**config.mk**
```make
export PLATFORM = sky130hd
export DESIGN_NAME = dice_bank
export DESIGN_NICKNAME = d
export VERILOG_FILES = /design/src/rtl/dice_pkg.sv /design/src/rtl/dice_mod_step.sv /design/src/rtl/dice_bank.sv
export SDC_FILE = /design/constraint.sdc
export NUM_CORES = 1
export LEC_CHECK = 0
export CAP_MARGIN = 20
export CELL_PAD_IN_SITES_DETAIL_PLACEMENT = 1
export CELL_PAD_IN_SITES_GLOBAL_PLACEMENT = 1
export CORE_MARGIN = 5
export CORE_UTILIZATION = 40
export CTS_CLUSTER_DIAMETER = 80
export DETAILED_ROUTE_END_ITERATION = 16
export PLACE_DENSITY_LB_ADDON = 0.12
export SYNTH_ARGS = -nofsm -noshare
export SYNTH_HDL_FRONTEND = slang
export SYNTH_SLANG_ARGS = --single-unit
```
**constraint.sdc**
```tcl
create_clock -name clk -period 2.6 [get_ports clk]
set_input_delay 0.26 -clock clk [delete_from_list [all_inputs] [get_ports clk]]
set_output_delay 0.26 -clock clk [all_outputs]
set_load 0.01 [all_outputs]
```
**src/rtl/dice_pkg.sv**
```systemverilog
// rtl/dice_pkg.sv - shared FSM encoding, default sizing and roll-step helper for the dice bank
package dice_pkg;

  typedef enum logic {
    IDLE    = 1'b0,
    ROLLING = 1'b1
  } state_t;

  localparam int DEF_N_DICE      = 5;
  localparam int DEF_MAX         = 5;
  localparam int DEF_W           = 3;
  localparam int DEF_ROLL_CYCLES = 4;

  // Per-die roll increment; distinct steps keep the dice from moving in lockstep.
  function automatic int roll_step(input int idx, input int max_val);
    return (idx % max_val) + 1;
  endfunction

endpackage

```
**src/rtl/dice_mod_step.sv**
```systemverilog
// rtl/dice_mod_step.sv - combinational add/subtract of a step modulo MAX+1
module dice_mod_step #(
  parameter int MAX = 5,
  parameter int W   = 3
) (
  input  logic [W-1:0] value,
  input  logic [W-1:0] step,
  input  logic         up,
  output logic [W-1:0] next
);

  logic [W:0] sum;
  logic [W:0] diff;

  // value and step are both in 0..MAX, so one conditional correction is enough.
  always_comb begin
    sum  = {1'b0, value} + {1'b0, step};
    diff = '0;
    if (value >= step) begin
      diff = {1'b0, value} - {1'b0, step};
    end else begin
      diff = {1'b0, value} + (W+1)'(MAX + 1) - {1'b0, step};
    end
    next = '0;
    if (up) begin
      if (sum > (W+1)'(MAX)) begin
        next = W'(sum - (W+1)'(MAX + 1));
      end else begin
        next = sum[W-1:0];
      end
    end else begin
      next = diff[W-1:0];
    end
  end

endmodule

```
**src/rtl/dice_bank.sv**
```systemverilog
// rtl/dice_bank.sv - registered bank of modulo dice with selection, per-die lock and timed roll
module dice_bank
  import dice_pkg::*;
#(
  parameter int N_DICE      = DEF_N_DICE,
  parameter int MAX         = DEF_MAX,
  parameter int W           = DEF_W,
  parameter int ROLL_CYCLES = DEF_ROLL_CYCLES,
  parameter int SW          = $clog2(N_DICE)
) (
  input  logic                clk,
  input  logic                reset_n,
  input  logic                inc,
  input  logic                dec,
  input  logic                sel_next,
  input  logic                lock_tgl,
  input  logic                roll,
  output logic [N_DICE*W-1:0] dice,
  output logic [SW-1:0]       sel,
  output logic [N_DICE-1:0]   lock,
  output logic                busy,
  output logic                done
);

  localparam int CW = (ROLL_CYCLES > 1) ? $clog2(ROLL_CYCLES) : 1;

  state_t        state;
  logic [CW-1:0] roll_cnt;
  logic          rolling;
  logic [W-1:0]  next_val [N_DICE];

  assign rolling = (state == ROLLING);

  // One stepper per die: unit step up/down in IDLE, the die's own roll step while rolling.
  for (genvar i = 0; i < N_DICE; i++) begin : g_die
    localparam logic [W-1:0] ROLL_STEP = W'(roll_step(i, MAX));

    logic [W-1:0] step;
    logic         up;

    assign step = rolling ? ROLL_STEP : W'(1);
    assign up   = rolling | inc;

    dice_mod_step #(
      .MAX (MAX),
      .W   (W)
    ) u_step (
      .value (dice[i*W +: W]),
      .step  (step),
      .up    (up),
      .next  (next_val[i])
    );
  end

  always_ff @(posedge clk or negedge reset_n) begin
    if (!reset_n) begin
      state    <= IDLE;
      roll_cnt <= '0;
      dice     <= '0;
      sel      <= '0;
      lock     <= '0;
      busy     <= 1'b0;
      done     <= 1'b0;
    end else begin
      done <= 1'b0;
      case (state)
        IDLE: begin
          if (roll) begin
            state    <= ROLLING;
            busy     <= 1'b1;
            roll_cnt <= CW'(ROLL_CYCLES - 1);
          end else begin
            // Step and toggle both act on the old selection and the old lock value.
            for (int i = 0; i < N_DICE; i++) begin
              if ((inc ^ dec) && (sel == SW'(i)) && !lock[i]) begin
                dice[i*W +: W] <= next_val[i];
              end
              if (lock_tgl && (sel == SW'(i))) begin
                lock[i] <= ~lock[i];
              end
            end
            if (sel_next) begin
              sel <= (sel == SW'(N_DICE - 1)) ? '0 : sel + 1'b1;
            end
          end
        end

        ROLLING: begin
          for (int i = 0; i < N_DICE; i++) begin
            if (!lock[i]) begin
              dice[i*W +: W] <= next_val[i];
            end
          end
          if (roll_cnt == '0) begin
            state <= IDLE;
            busy  <= 1'b0;
            done  <= 1'b1;
          end else begin
            roll_cnt <= roll_cnt - 1'b1;
          end
        end

        default: begin
          state <= IDLE;
          busy  <= 1'b0;
        end
      endcase
    end
  end

endmodule

```
==> results of run 1 <==
-- flip-flops by register name, indices dropped and copies added (netlist names) --
register / cells
roll_cnt: 2
lock: 5
done: 1
rolling: 1
busy: 1
dice: 15
sel: 3
-- routing by layer --
layer | GRT usage | share of wire
met1 | 0.238 | 0.49
met2 | 0.276 | 0.47
met3 | 0.0210 | 0.027
met4 | 0.0365 | 0.0073
met5 | 0 | 0
-- placed cells by master (no fill, tap or decap), drive strengths merged, types with 6 or more instances in the layout --
cell type	n
and2	6
xnor2	13
ha	35
dfrtp	28
nor3	8
nor2	16
inv	30
clkdlybuf4s50	31
o21ai	12
nand2	13
a21oi	8
nand2b	10
-- metrics by stage --
step                      hold slack [ps]   util  instance area [um2]  cells
after floorplan                     -35.6      -                 2540    269
after global placement                523  0.469                 2950    375
after CTS                             376  0.481                 3020    379
after detailed placement              545  0.469                 2950    375
final                                 356  0.481                 3020    379
after global routing                  385  0.481                 3020    379
-- power by group through the flow --
| stage | clock network, W | registers (W) | logic, W |
|---|---|---|---|
| finish | 0.000356 | 0.00101 | 0.00331 |
| global route | 0.000384 | 0.00106 | 0.00373 |
| CTS | 0.000361 | 0.00101 | 0.00335 |
| detailed placement | 0 | 0.00102 | 0.00332 |
| global placement | 0 | 0.00101 | 0.00325 |
| floorplan | 0 | 0.00103 | 0.00228 |
-- kinds of logic (layout without fill, tap and decap cells) --
family / after synthesis / count (layout) / synth area share
adder cells (fa/ha/maj): 39 / 39 / 0.204
AND/OR/NAND/NOR: 71 / 71 / 0.152
buffers and inverters: 37 / 70 / 0.0582
XOR/XNOR: 17 / 17 / 0.0616
AO/OA/AOI/OAI: 70 / 70 / 0.219
multiplexers: 7 / 7 / 0.0291
flip-flops: 28 / 28 / 0.276
-- critical path: stages (launching register included) --
cell	delay (ps)
dfrtp_1	410
inv_1	130
ha_1	400
ha_1	220
a2111oi_2	440
a21oi_1	130
a221oi_1	330
a211o_1	170
-- worst max path at each step --
stage	slack, ps	end	startpoint	cells after the start
global route	170	dice[8]	dice[7]	7
detailed placement	330	dice[8]	dice[7]	7
global placement	430	dice[8]	dice[7]	7
finish	310	dice[8]	dice[7]	7
floorplan	330	dice[11]	rolling	6
CTS	310	dice[8]	dice[7]	7
-- final cells by class --
type / instances / share of cell area
inverter: 30 / 0.0373
clock buffer: 3 / 0.0137
tap: 77 / 0.0319
clock inverter: 1 / 0.00995
multi-input combinational: 204 / 0.560
timing repair buffer: 36 / 0.115
sequential: 28 / 0.232
==> out/results.ini, run 1 <==
[timing]
hold_violations=0
grt_setup_unrepaired=false
layout_setup_ws_ps=307
min_period_ps=2290
fin_worst_skew_ps=5.38
fmax_mhz=436
worst_slew_pin_slew_ps=463
maxSlewHeadroom=0.690
setup_viol=0
timing.setup.tns_ps=0
finalMaxSlewViolations=0
post-route-period-util=0.882

[placement]
hpwl_mm=4.71
port_buffers=31
finalWeightedCongestion=0.811
dp_slack_ps=333

[pwr]
p_clk_frac=0.076
netSwitchingPower_w=0.00217
p_leak_nw=1.32
swShare=0.464
p_int_w=0.00250
p_per_area_mw_per_mm2=1550
power_w=0.00467
power.share.sequential=0.215
p_comb_frac=0.708
ir_drop_mv=0.618

[logic_synthesis]
yosysUniqueCellTypes=60
post-synth-top-count-cell=ha_1
syn_area_mm2=0.00254
syn-num-nets=315
async_reset_ff_frac=1.00
syn-instance-count=269
netlist.area_leader.share=0.276
synth_commonest_cells=35 x ha_1, 30 x inv_1, 28 x dfrtp_1
synth.area.top_cells=dfrtp_1 28%, ha_1 17%, inv_1 4.4%
ys_ff_latch=28
synth_edf_count=0
syn_avg_cell_area_um2=9.43
synth_ff_type=dfrtp_1
synth_top_cell_by_area=dfrtp_1
ys_seq_area_frac=0.276
ys_warn_count=0

[critical_path]
reg2reg_from=dice[7]
r2r_end=dice[8]
critPathMaxFanout=5
critPathKind=reg2reg
endpoint_kind=flop
reg2reg_slack_ps=310
cp.arrival_ps=2520
startpoint_type=flop
worstPathRequired_ps=2830
reg2reg_depth=7

[global_route]
grt_pass1_vias=2150
grt_overflow_total=0
grt_usage=0.168
antenna_found_initial=0
grt_max_degree=29
grt_pass1_wl_mm=10.7

[worst_hold_path]
hold_path_class=in2async

[cts]
path_clk_slew_ps=110
clk_path_buf_depth=2
clock-sinks=28
post_cts_buffers=0
cts_tree=yes
cts-hold-fix-buffers=0
cts_resized=0
cts.htree.levels=1
cts_root_buf=clkbuf_8
cts_buffers=3
clkLatencyLatePin_ps=280

[layout]
multi_input_area_mm2=0.00169
area_growth_pct=18.9
nFillCells=714
fin_nets=349
seq_area_um2=701
n_antenna_cell=0
drive_above_1_share=0.0662

[floorplan]
initial_core_util=0.404
pin_count=32
dieArea_mm2=0.00804
fp.dieH_um=89.6
rows=29
die_x_um=89.6
core_mm2=0.00628

[routing]
initialDrtViolationCount=72
ant_nets=0
vias=2053
drt_drc_violations_left=0
wl_mm=6.17
avgRoutedWirePerCell_um=16.3
viasPerCell=5.42
dr.pass1.iters=4

[status]
status=complete, no violations

[job]
cap_violations=0

Note: power is estimated with default switching activity, not from simulation.
==> run 2, diff against run 1 <==
--- a/config.mk
+++ b/config.mk
@@ -8,8 +8,7 @@
 export CAP_MARGIN = 20
 export CELL_PAD_IN_SITES_DETAIL_PLACEMENT = 1
 export CELL_PAD_IN_SITES_GLOBAL_PLACEMENT = 1
-export CORE_MARGIN = 5
-export CORE_UTILIZATION = 40
+export CORE_UTILIZATION = 30
 export CTS_CLUSTER_DIAMETER = 80
 export DETAILED_ROUTE_END_ITERATION = 16
 export PLACE_DENSITY_LB_ADDON = 0.12
==> run 2 against run 1 <==
Cell count is 7.9% higher. Die area is 9.9% higher. Setup slack better by 120 ps. Clock skew is 5.9 ps higher. Clock-buffer cell count is 1 higher. Flip-flop and latch count stayed put. Register-to-register slack better by 120 ps. Non-clock buffer count is 2 higher. Critical endpoint unchanged. Sequential power hardly changed. Via count is 0.29% higher. Largest power group unchanged. Global-route usage is 1.4 points lower.
==> out/results.ini, run 2 (synthesis gave the netlist of run 1 again) <==
[global_route]
grt_pass1_wl_mm=10.7
grt_usage=0.154
grt_overflow_total=0
grt_max_degree=29
grt_pass1_vias=2095
antenna_found_initial=0

[layout]
area_growth_pct=20.3
layout_common_cells=35 x ha_1, 31 x clkdlybuf4s50_1, 30 x inv_1, 28 x dfrtp_1, 16 x nor2_1
n_antenna_cell=0
fin_nets=351
largest_register_ffs=15
largest-register=dice
drive_above_1_share=0.0724
final_area_mm2=0.00305
final_cells=409
final_common_cell=ha_1
biggestRegsByFlops=dice: 15 flops, lock: 5 flops, sel: 3 flops

[routing]
wl_mm=6.17
viasPerCell=5.03
ant_nets=0
initialDrtViolationCount=26
dr.pass1.iters=4
avgRoutedWirePerCell_um=15.1
vias=2059
drt_drc_violations_left=0

[floorplan]
rows=33
pin_count=32
initial_core_util=0.309
fp.dieH_um=94.0
die_x_um=94.0
dieArea_mm2=0.00883
core_mm2=0.00822

[job]
cap_violations=0

[timing]
hold_violations=0
timing.setup.tns_ps=0
fin_worst_skew_ps=11.3
fmax_mhz=459
post-route-period-util=0.838
worst_slew_pin_slew_ps=429
setup_viol=0
maxSlewHeadroom=0.712
finalMaxSlewViolations=0
min_period_ps=2180
grt_setup_unrepaired=false
holdWs_ps=344

[placement]
finalWeightedCongestion=0.774
port_buffers=31
dpl_cell_area_mm2=0.00300
hpwl_mm=4.89
place_inst=405

[cts]
clk_path_buf_depth=2
clkLatencyLatePin_ps=280
cts-hold-fix-buffers=0
path_clk_slew_ps=110
post_cts_buffers=0
cts_buffers=3
clock-sinks=28
cts.htree.levels=1
cts_root_buf=clkbuf_8
cts_resized=0
cts_tree=yes

[critical_path]
path_buf_inv=1
max_stage_delay_ps=400
startpoint_type=flop
worstPathRequired_ps=2770
cp.arrival_ps=2340
crit_family=compound AO/OA/AOI/OAI gates
slowest_stage=dfrtp_1
critPathMaxFanout=8
crit_top_cell=ha_1
endpoint_kind=flop
critPathKind=reg2reg
path_cells=buf_4 -> ha_1 -> ha_1 -> a2111oi_2 -> nand2b_1 -> a221oi_1 -> a211o_1

[pwr]
p_per_area_mw_per_mm2=1500
power_w=0.00458
p_leak_nw=1.32
ir_drop_mv=0.512

[status]
status=complete, no violations

[worst_hold_path]
hold_path_class=in2async

[run 2: changes by cell type in the layout (fill, tap and decap cells not counted)]
| cell | change |
|---|---|
| buf_4 | +2 |
| clkbuf_8 | +1 |
| bufinv_16 | -1 |
[run 2: final cells by class]
type / count / area [um2]
clock buffers: 4 / 55.1
flip-flops and latches: 28 / 701
inverters: 30 / 113
well taps: 105 / 131
multi-input cells: 204 / 1690
repair buffers: 38 / 363
fillers: 959 / 5160
[run 2: power breakdown]
part           switching [W]  internal [W]  total (W)
Sequential          0.000338      0.000671    0.00101
Clock               0.000142      0.000136   0.000278
Combinational        0.00165       0.00164    0.00329
Total                0.00213       0.00245    0.00458
[run 2: through the flow]
| step | setup slack [ps] | util |
|---|---|---|
| finish | 422 | 0.371 |
| global route | 209 | 0.371 |
| CTS | 380 | 0.371 |
| detailed placement | 395 | 0.365 |
| global placement | 457 | 0.365 |
| floorplan | 327 | - |
[run 2: worst paths after layout]
path	start	endpoint	slack, ps	depth (start not counted)
max in group asynchronous	reset_n	dice[11]	1950	2
min in group clk	roll_cnt[1]	roll_cnt[1]	550	2
max	rolling	dice[8]	420	7
min	reset_n	dice[0]	340	2
min reg2reg	roll_cnt[1]	roll_cnt[1]	550	2
max reg2reg	rolling	dice[8]	420	7
[run 2: worst reg2reg max path, cell delays in order, from the launching register on]
cell and delay (ps):
dfrtp_1 400, buf_4 190, ha_1 360, ha_1 220, a2111oi_2 370, nand2b_1 160, a221oi_1 70, a211o_1 300
[run 2: routing by layer]
metal	share of wire	GRT usage
met4	0.0039	0.0154
met5	0	0
met3	0.021	0.0227
met1	0.50	0.214
met2	0.48	0.261
==> run 3, diff against run 2 <==
==> constraint.sdc (replaced) <==
create_clock -name clk -period 2.2 [get_ports clk]
set_input_delay 0.22 -clock clk [delete_from_list [all_inputs] [get_ports clk]]
set_output_delay 0.22 -clock clk [all_outputs]
set_load 0.01 [all_outputs]
==> run 3 against run 2 <==
Cell count increased by 2.7%. First-iteration DRC count increased by 85%. Setup slack got worse by 330 ps. Critical path type unchanged.
==> out/results.ini, run 3 (synthesis gave the netlist of run 1 again) <==
[status]
status=complete, no violations

[layout]
largest_register_ffs=15
multi_input_area_mm2=0.00172
nFillCells=943
n_antenna_cell=0
biggestRegsByFlops=dice: 15 flops, lock: 5 flops, sel: 3 flops
fin_nets=362
fin_util=0.388
area_growth_pct=25.5
final_common_cell=ha_1
layout_common_cells=32 x ha_1, 31 x clkdlybuf4s50_1, 29 x inv_1, 27 x dfrtp_1
largest-register=dice
seq_area_um2=702
final_area_mm2=0.00319
drive_above_1_share=0.121

[timing]
maxSlewHeadroom=0.601
fmax_mhz=475
post-route-period-util=0.957
setup_viol=0
grt_setup_unrepaired=true
holdWs_ps=311
hold_violations=0
fin_worst_skew_ps=4.21
timing.setup.tns_ps=0
worst_slew_pin_slew_ps=596
min_period_ps=2110
layout_setup_ws_ps=93.7
finalMaxSlewViolations=0

[cts]
cts-hold-fix-buffers=0
clock-sinks=28
cts_buffers=3
clkLatencyLatePin_ps=280
clk_path_buf_depth=2
cts_tree=yes
path_clk_slew_ps=100
cts.htree.levels=1
cts_root_buf=clkbuf_8

[floorplan]
pin_count=32
initial_core_util=0.309
die_x_um=94.0
dieArea_mm2=0.00883
fp.dieH_um=94.0
core_mm2=0.00822
rows=33

[routing]
drt_drc_violations_left=0
wl_met1_mm=3.29
viasPerCell=5.04
ant_nets=0
vias=2118
dr_wl_met2_mm=3.04
avgRoutedWirePerCell_um=15.4
dr.pass1.iters=4
dr.max_layer_used=met4
initialDrtViolationCount=48
wl_mm=6.47
met3_length_um=88

[pwr]
p_clk_frac=0.059
swShare=0.460
p_leak_nw=1.37
p_comb_frac=0.736
p_int_w=0.00310
p_per_area_mw_per_mm2=1800
ir_drop_mv=0.641
netSwitchingPower_w=0.00264
power.share.sequential=0.206

[critical_path]
critPathMaxFanout=5
path_cells=inv_1 -> ha_2 -> inv_1 -> ha_1 -> nor3_1 -> nor4_1 -> mux2_1 -> a211o_1
slowest_stage=dfrtp_1
cp.arrival_ps=2280
worstPathRequired_ps=2380
critPathKind=reg2reg
crit_top_cell=inv_1
startpoint_type=flop
max_stage_delay_ps=420
endpoint_kind=flop

[global_route]
grt_overflow_total=0
grt_max_degree=29
grt_pass1_wl_mm=11.1
grt_usage=0.159
grt_pass1_vias=2222
antenna_found_initial=0

[job]
cap_violations=0

[placement]
hpwl_mm=4.87
port_buffers=31
dpl_cell_area_mm2=0.00306
dp_slack_ps=27.6
finalWeightedCongestion=0.738

[worst_hold_path]
hold_path_class=in2async

run 3: power groups by stage:
stage / Sequential [W] / Clock, W / Combinational (W)
after global routing: 0.00124 / 0.000369 / 0.00474
after detailed placement: 0.00119 / 0 / 0.00408
after CTS: 0.00118 / 0.000353 / 0.00411
final: 0.00118 / 0.000338 / 0.00422
after global placement: 0.00118 / 0 / 0.00403
after floorplan: 0.00121 / 0 / 0.00270
run 3: cell type report:
class                           instances  share of cell area
Clock buffer                            4              0.0173
Tap cell                              105              0.0412
Timing Repair Buffer                   49               0.145
Inverter                               30              0.0365
Sequential cell                        28               0.220
Multi-Input combinational cell        204               0.540
run 3: stage by stage:
stage / power, W / cells
global route: 0.00635 / 420
finish: 0.00574 / 420
floorplan: 0.00391 / 269
global placement: 0.00522 / 413
CTS: 0.00565 / 417
detailed placement: 0.00527 / 413
run 3: worst max-delay path: cells and delay by family (launching register included):
family	cells	cell delay (ps)
fa+ha+maj	2	640
flops	1	420
mux	1	310
simple gates	2	270
compound gates	1	220
buf+inv	2	150
run 3: metal layers:
metal,GRT usage,vias to the layer above
met3,0.0154,5
met4,0.0308,0
met2,0.263,19
li1,-,1051
met1,0.225,1043
met5,0,-
run 3: final timing paths:
path | slack, ps | endpoint | startpoint | depth (start not counted)
setup reg to reg | 90 | dice[8] | dice[7] | 8
hold reg to reg | 550 | roll_cnt[1] | roll_cnt[1] | 2
hold / removal | 310 | dice[0] | reset_n | 2
setup / recovery | 90 | dice[8] | dice[7] | 8
min in group clk | 550 | roll_cnt[1] | roll_cnt[1] | 2
max in group asynchronous | 1590 | rolling | reset_n | 2
run 3: repair_timing:
action / 4_1_cts / 5_1_grt
resized for setup: 0 / 6
setup endpoints to repair: 0 / 5
buffers inserted: 0 / 3
